**src/rtl/iq_lane_packer.sv**
```systemverilog
// iq_lane_packer: packs 16-bit I/Q sample pairs into 256-bit eight-lane words with frame alignment
module iq_lane_packer #(
    parameter int ERR_CNT_W = 16
) (
    input  logic                 clock,
    input  logic                 reset,
    input  logic                 s_valid,
    output logic                 s_ready,
    input  logic [15:0]          s_r,
    input  logic [15:0]          s_q,
    input  logic                 s_sof,
    input  logic                 s_eof,
    output logic [255:0]         m_data,
    output logic                 m_valid,
    input  logic                 m_ready,
    output logic                 m_last,
    output logic [3:0]           m_fill,
    output logic [ERR_CNT_W-1:0] err_count
);
    logic [2:0]   idx;
    logic [2:0]   lane;
    logic [255:0] acc;
    logic [255:0] merged;
    logic         accept;
    logic         done;
    logic         trunc;
    // sof restarts at lane 1 on an empty base, discarding any partial word
    always_comb begin
        s_ready = !reset && (!m_valid || m_ready);
        accept  = s_valid && s_ready;
        trunc   = s_sof && idx != 3'd0;
        lane    = s_sof ? 3'd0 : idx;
        merged  = (s_sof ? 256'd0 : acc) | (256'({s_q, s_r}) << {lane, 5'd0});
        done    = lane == 3'd7 || s_eof;
    end
    always_ff @(posedge clock) begin
        if (reset) begin
            m_valid   <= 1'b0;
            m_data    <= '0;
            m_last    <= 1'b0;
            m_fill    <= '0;
            err_count <= '0;
            idx       <= '0;
            acc       <= '0;
        end else begin
            if (m_ready)
                m_valid <= 1'b0;
            if (accept) begin
                if (trunc && !(&err_count))
                    err_count <= err_count + ERR_CNT_W'(1);
                if (done) begin
                    m_valid <= 1'b1;
                    m_data  <= merged;
                    m_fill  <= {1'b0, lane} + 4'd1;
                    m_last  <= s_eof;
                    acc     <= '0;
                    idx     <= '0;
                end else begin
                    acc <= merged;
                    idx <= lane + 3'd1;
                end
            end
        end
    end
endmodule

```
**config.mk**
```make
export PLATFORM = sky130hd
export DESIGN_NAME = iq_lane_packer
export DESIGN_NICKNAME = d
export VERILOG_FILES = /design/src/rtl/iq_lane_packer.sv
export SDC_FILE = /design/constraint.sdc
export NUM_CORES = 1
export LEC_CHECK = 0
export ABC_AREA = 0
export CORE_MARGIN = 4
export CORE_UTILIZATION = 49
export CTS_CLUSTER_SIZE = 16
export DETAILED_ROUTE_END_ITERATION = 8
export PLACE_DENSITY = 0.76
export SLEW_MARGIN = 40
export SYNTH_ARGS = -nofsm -noshare
export SYNTH_HDL_FRONTEND = slang
export SYNTH_SLANG_ARGS = --single-unit
```
**constraint.sdc**
```tcl
create_clock -name clock -period 3.3 [get_ports clock]
set_input_delay 0.99 -clock clock [delete_from_list [all_inputs] [get_ports clock]]
set_output_delay 0.99 -clock clock [all_outputs]
set_load 0.05 [all_outputs]
```
==> results.txt <==
----------------------------------------------------
[Run status]
  Status ... finished, final reports clean

[Logic synthesis]
  Area share of the largest cell type after synthesis ... 50.7%
  Number of flops mapped to enable cells by yosys ... 0
  Cells taking the most area after synthesis ... sky130_fd_sc_hd__dfxtp_1, sky130_fd_sc_hd__nand2_1, sky130_fd_sc_hd__a21oi_1, sky130_fd_sc_hd__a22o_1, sky130_fd_sc_hd__a22oi_1
  Syn nets ... approximately 2,600
  Post-synthesis sequential element count ... about 540
  Cell with the most instances after synthesis ... sky130_fd_sc_hd__dfxtp_1
  Seq/Total Area, Yosys ... 50.7%
  Post-synth top flop ... sky130_fd_sc_hd__dfxtp_1
  Number of distinct library cells after synthesis ... 42
  Post-synthesis cell area ... roughly 21,000 µm²
  Cell count after synthesis ... 2,541
  Number of synthesis warnings ... 0
  Share of synthesized registers carrying an async set or reset ... 0%
  Cell taking the most area after synthesis ... sky130_fd_sc_hd__dfxtp_1
  Leading cell types by count after synthesis ... sky130_fd_sc_hd__dfxtp_1, sky130_fd_sc_hd__nand2_1, sky130_fd_sc_hd__a21oi_1
  Avg Inst Size Synth ... 8.34 µm²

[Critical path]
  Kind of launch point of the worst setup path ... input pin
  Critical path arrival ... 2160 ps
  Data required time at the worst endpoint ... 2310 ps
  Max FO, Critical Path ... 6
  Category of the worst setup path capture point ... output pin
  WS Path Type ... input pin to output pin

[Worst hold path]
  Worst hold path type ... register to register

[Timing]
  Smallest hold slack ... 450 ps
  Max transition margin ... 33.5%
  Unrepaired setup endpoints after global routing ... false
  Fmax achieved ... 0.318 GHz
  # setup viols final ... 0
  Fin. max-slew vios ... 0
  Period minus WS final ... around 3100 ps
  Transition time at the pin with the least slew margin ... 995 ps
  Final hold violation count ... 0
  TNS Setup ... 0 ps
  Tcrit/Tclk final ... 95.4%
  Clock skew ... between 10 and 15 ps
  Setup slack of the critical path after layout ... ~150 ps

[Pwr]
  P per Cell Area ... 507 nW/µm²
  Leakage power of the design ... 8.86 nW
  VDD IR max ... 0.383 mV

[Job]
  Number of max-capacitance violations reported ... 0

[Clocking]
  Clock tree from TritonCTS ... yes
  Maximum clock path buffer count ... 3
  Post-CTS Repair Setup Buffers ... 0
  H-tree levels ... 2
  Cell chosen for the clock root ... sky130_fd_sc_hd__clkbuf_16
  CTS resizes ... 0
  Hold buffers post-CTS ... 0
  Insertion delay to the later sink of the worst-skew pair ... 590 ps
  Number of buffers added by the clock tree synthesis step ... between 50 and 60
  Clk pin slew, worst setup/hold paths ... 60 ps
  Clock Sinks ... 537

[Floorplan]
  Die Outline Area ... 46,700 µm²
  Starting density of the core ... 50.1%
  Floorplan row count ... 75
  Die extent in y ... 216 µm
  Area of the placeable core ... 42,300 µm²
  Floorplan die width ... 216 µm
  Count of pins on the block boundary ... ~320

[Global route]
  Largest net degree at the start of global routing ... about 170
  Via count of the first global-routing pass ... ~19,000
  Initial antenna violation count ... 5
  Global-route wire length before repair ... 107 mm
  Aggregate global-route resource usage ... ~29%
  GRT overflow ... 0

[Final layout]
  Layout Nets ... 2,765
  Cell area after layout ... 26,800 µm²
  Area Growth Syn to Fin ... 26.2%
  Share of post-route cells with drive strength above 1 ... 6.77%

[Place]
  Number of buffers inserted by port buffering ... 316
  GP Congestion ... 0.846
  Post-DP HPWL ... 43.4 mm
  Post-placement setup slack ... about 170 ps
  Area after detailed placement ... 25,000 µm²

[Drt]
  Vias per cell ... 5.97
  Number of DRC violations after detailed routing ... 0
  Final ANT Viol Nets ... 0
  Routed wire length ... 70.7 mm
  Iteration-0 DRC Markers ... between 2,000 and 2,500
  Total vias in the final route ... 19,933
  Number of detailed-route iterations in the first pass ... 6
  Per-cell routed wire length ... roughly 21 µm

----------------------------------------------------
final cells by class:
cell class	instances	area, µm²
diodes	1	2.50
clock buffers	77	1500
clock inverters	14	226
fillers	3521	15600
inverters	4	20.0
multi-input cells	1729	9490
flip-flops and latches	537	10800
well taps	577	722
repair buffers	400	4050
layout by cell type, fill, tap and decap left out, drive strengths merged, types with 7 or more instances in the layout:
master / n
nand3: 11
a22oi: 161
clkdlybuf4s50: 312
a21boi: 32
dfxtp: 537
nor2: 205
or3: 67
nor3: 67
o21ai: 35
a22o: 160
nor4: 7
nor2b: 42
a21oi: 335
o31ai: 67
clkbuf: 77
buf: 88
nand2: 493
logic make-up after synthesis:
kind of cell / share of synthesized area [%]
and+or+nand+nor: 18.8
AOI/OAI and AO/OA: 24.8
DFF: 50.7
buffers and inverters: 5.10
muxes: 0.366
adders and majority gates: 0.118
xor gates and xnor gates: 0.0413
path summary, 6_finish.rpt:
path	from	cells past startpoint	slack (ps)	to
max reg2reg	idx[1]	7	700	m_data[155]
max	m_ready	4	150	s_ready
min reg2reg	acc[21]	2	450	acc[21]
min	acc[21]	2	450	acc[21]
worst max-delay path: stages:
cell and delay, ps:
sky130_fd_sc_hd__clkdlybuf4s50_1 430, sky130_fd_sc_hd__nor2b_1 450, sky130_fd_sc_hd__nor2_1 80, sky130_fd_sc_hd__buf_4 210
registers in the layout, indices dropped and copies added (netlist names):
| signal | count |
|---|---|
| m_valid | 1 |
| m_fill | 4 |
| idx | 3 |
| m_data | 256 |
| m_last | 1 |
| acc | 256 |
| err_count | 16 |
routing by layer:
| metal | wire length [µm] | up-vias | track usage, % |
|---|---|---|---|
| li1 | - | 9259 | - |
| met1 | 28900 | 9589 | 38.4 |
| met4 | 3770 | 0 | 13.3 |
| met3 | 6700 | 179 | 6.64 |
| met2 | 31400 | 906 | 44.1 |
| met5 | 0 | - | 0 |
report_power, final:
part,leakage [nW],switching (mW),total [mW],internal (mW)
combinational,3.69,0.686,0.913,0.226
clock,0.842,2.51,6.10,3.59
sequential,4.33,0.0212,6.54,6.52
total,8.86,3.22,13.6,10.3
per-stage QoR:
stage,power (mW),cells,util (%)
final,13.6,3339,63.2
after global routing,13.9,3338,63.2
after CTS,13.6,3338,63.2
after detailed placement,7.58,3247,59.1
after global placement,7.56,3245,59.0
after floorplan,7.18,2541,-
No activity file was read; power rests on OpenSTA's default activity.
==> RTL edit, RTL diff (same settings) <==
The parameter `ERR_CNT_W` goes from 16 to 32.
--- a/src/rtl/iq_lane_packer.sv
+++ b/src/rtl/iq_lane_packer.sv
@@ -2,3 +2,3 @@
 module iq_lane_packer #(
-    parameter int ERR_CNT_W = 16
+    parameter int ERR_CNT_W = 32
 ) (
Ports: changed (resized err_count); port bits go from 317 to 333. No check against the original RTL was run, so the function may have changed too.
==> RTL edit against the unedited design <==
  * Routed wire length increased by 3.1%
  * Cell count is 4.2% higher
  * Non-clock buffer count shrank 7
  * Critical path depth unchanged
  * Utilization is 1.1 points lower
  * Worst setup slack better by 0.17 ns
  * Synthesized area grew 3.0%
  * Sequential share of layout area rose by 0.20 points
  * Fmax up 5.7%
  * Total power rose by 7.3%
  * Sequential cell count is 16 higher
  * Clock skew down 0.0039 ns
  * Cell area rose by 2.5%
==> RTL edit: results (changes against the unedited design) <==
Via count -> 20900 (+4.7%)
Met3 Wirelength -> 5830 um (-13%)
First-pass GRT wire length -> 111000 um (+3.6%)
Total GRT Usage -> 29.1% (+0.42 points)
Fraction of layout cells with a size suffix above 1 -> 6.13% (-0.64 points)
Hold path start -> m_data[13]
Top post-synthesis cells by count -> 624 x nor2_1, 553 x dfxtp_1, 279 x nand2_1
Metal-1 WL -> 28800 um (-0.28%)
Synth top area cells -> dfxtp_1 51%, nor2_1 11%, a22oi_1 8.8%, a22o_1 6.4%, a21oi_1 5.2%
CP Max Fanout -> 4 (-2)
Max_slew headroom -> 39.4% (+5.9 points)
Critical path arrival -> 1.99 ns (-0.17 ns)
Nets@finish -> 2885 (+4.3%)
Port bufs -> 332 (+5.1%)
Initial antenna violation count -> 0 (-5)
Clock skew -> 0.00959 ns (-0.00391 ns)
Vias in the first global route -> 19400 (+4.0%)
Status -> completed
Worst flop-to-flop path endpoint -> err_count[4]
Total detailed-routing wirelength -> 72900 um (+3.1%)
Netlist cell types -> 56 (+33%)
Post-Layout Cell Count -> 3480 (+4.2%)
DP HPWL -> 45000 um (+3.6%)
Placed Instances -> 3378 (+4.0%)
Final hold slack -> 0.453 ns (+0.00282 ns)
Fillers -> 3772 (+7.1%)
Reg-to-Reg Start -> err_count[1]
Routability congestion estimate -> 0.897 (+6.0%)
RTL edit: cell count changes after synthesis, moves of 23 or more:
| cell | before | now |
|---|---|---|
| a21boi_0 | 32 | 0 |
| a31oi_1 | 0 | 32 |
| nor2_1 | 205 | 624 |
| o21ai_0 | 35 | 12 |
| o31ai_1 | 67 | 8 |
| nor2b_1 | 42 | 4 |
| clkbuf_1 | 233 | 178 |
| buf_2 | 33 | 73 |
| a21oi_1 | 335 | 226 |
| a22oi_1 | 161 | 257 |
| nor3_1 | 67 | 129 |
| nand2_1 | 493 | 279 |
| or3_1 | 67 | 15 |
RTL edit: cell families after synthesis:
| kind of cell | count (synthesis) | share of synthesized area, % |
|---|---|---|
| buffers and inverters | 279 | 5.27 |
| AO/OA/AOI/OAI | 710 | 22.4 |
| XOR/XNOR | 2 | 0.0802 |
| flip-flops | 553 | 50.7 |
| AND/OR/NAND/NOR | 1118 | 21.2 |
| multiplexers | 3 | 0.149 |
| adder cells (fa/ha/maj) | 3 | 0.172 |
RTL edit: how the worst max path moves through the flow:
stage / slack, ns / start / depth (start not counted) / to
floorplan: 0.13 / reset / 5 / s_ready
global placement: 0.22 / m_ready / 6 / err_count[25]
detailed placement: 0.11 / m_ready / 6 / err_count[21]
CTS: 0.32 / m_ready / 4 / s_ready
global route: 0.28 / m_ready / 4 / s_ready
finish: 0.32 / m_ready / 4 / s_ready
RTL edit: stage by stage:
step | setup WS (ns) | instance area (um2)
2_1_floorplan | 0.126 | 21800
3_3_place_gp | 0.222 | 25500
3_5_place_dp | 0.106 | 25500
4_1_cts | 0.320 | 27400
5_1_grt | 0.276 | 27400
6_report | 0.321 | 27400
RTL edit: power by group:
| part | internal [uW] | switching, uW | total [uW] |
|---|---|---|---|
| clock | 3680 | 2650 | 6330 |
| combinational | 377 | 991 | 1370 |
| sequential | 6780 | 66.2 | 6850 |
RTL edit: layout make-up:
class / instances / area [um2] / share of cell area (%)
clock buffer: 82 / 1690 / 6.17
clock inverter: 18 / 154 / 0.561
tap: 592 / 741 / 2.70
antenna: 1 / 2.50 / 0.00913
inverter: 5 / 21.3 / 0.0776
sequential: 553 / 11100 / 40.4
timing repair buffer: 393 / 4050 / 14.8
multi-input combinational: 1836 / 9690 / 35.3
RTL edit: worst max-delay path: stages:
cell	delay, ns
clkdlybuf4s50_1	0.47
and2b_1	0.24
nor2_2	0.10
buf_4	0.20
RTL edit: routing by layer:
metal | track usage, % | vias to the layer above
met5 | 0 | -
met4 | 15.4 | 0
met3 | 4.08 | 216
met2 | 46.8 | 1010
met1 | 38.1 | 10000
li1 | - | 9617
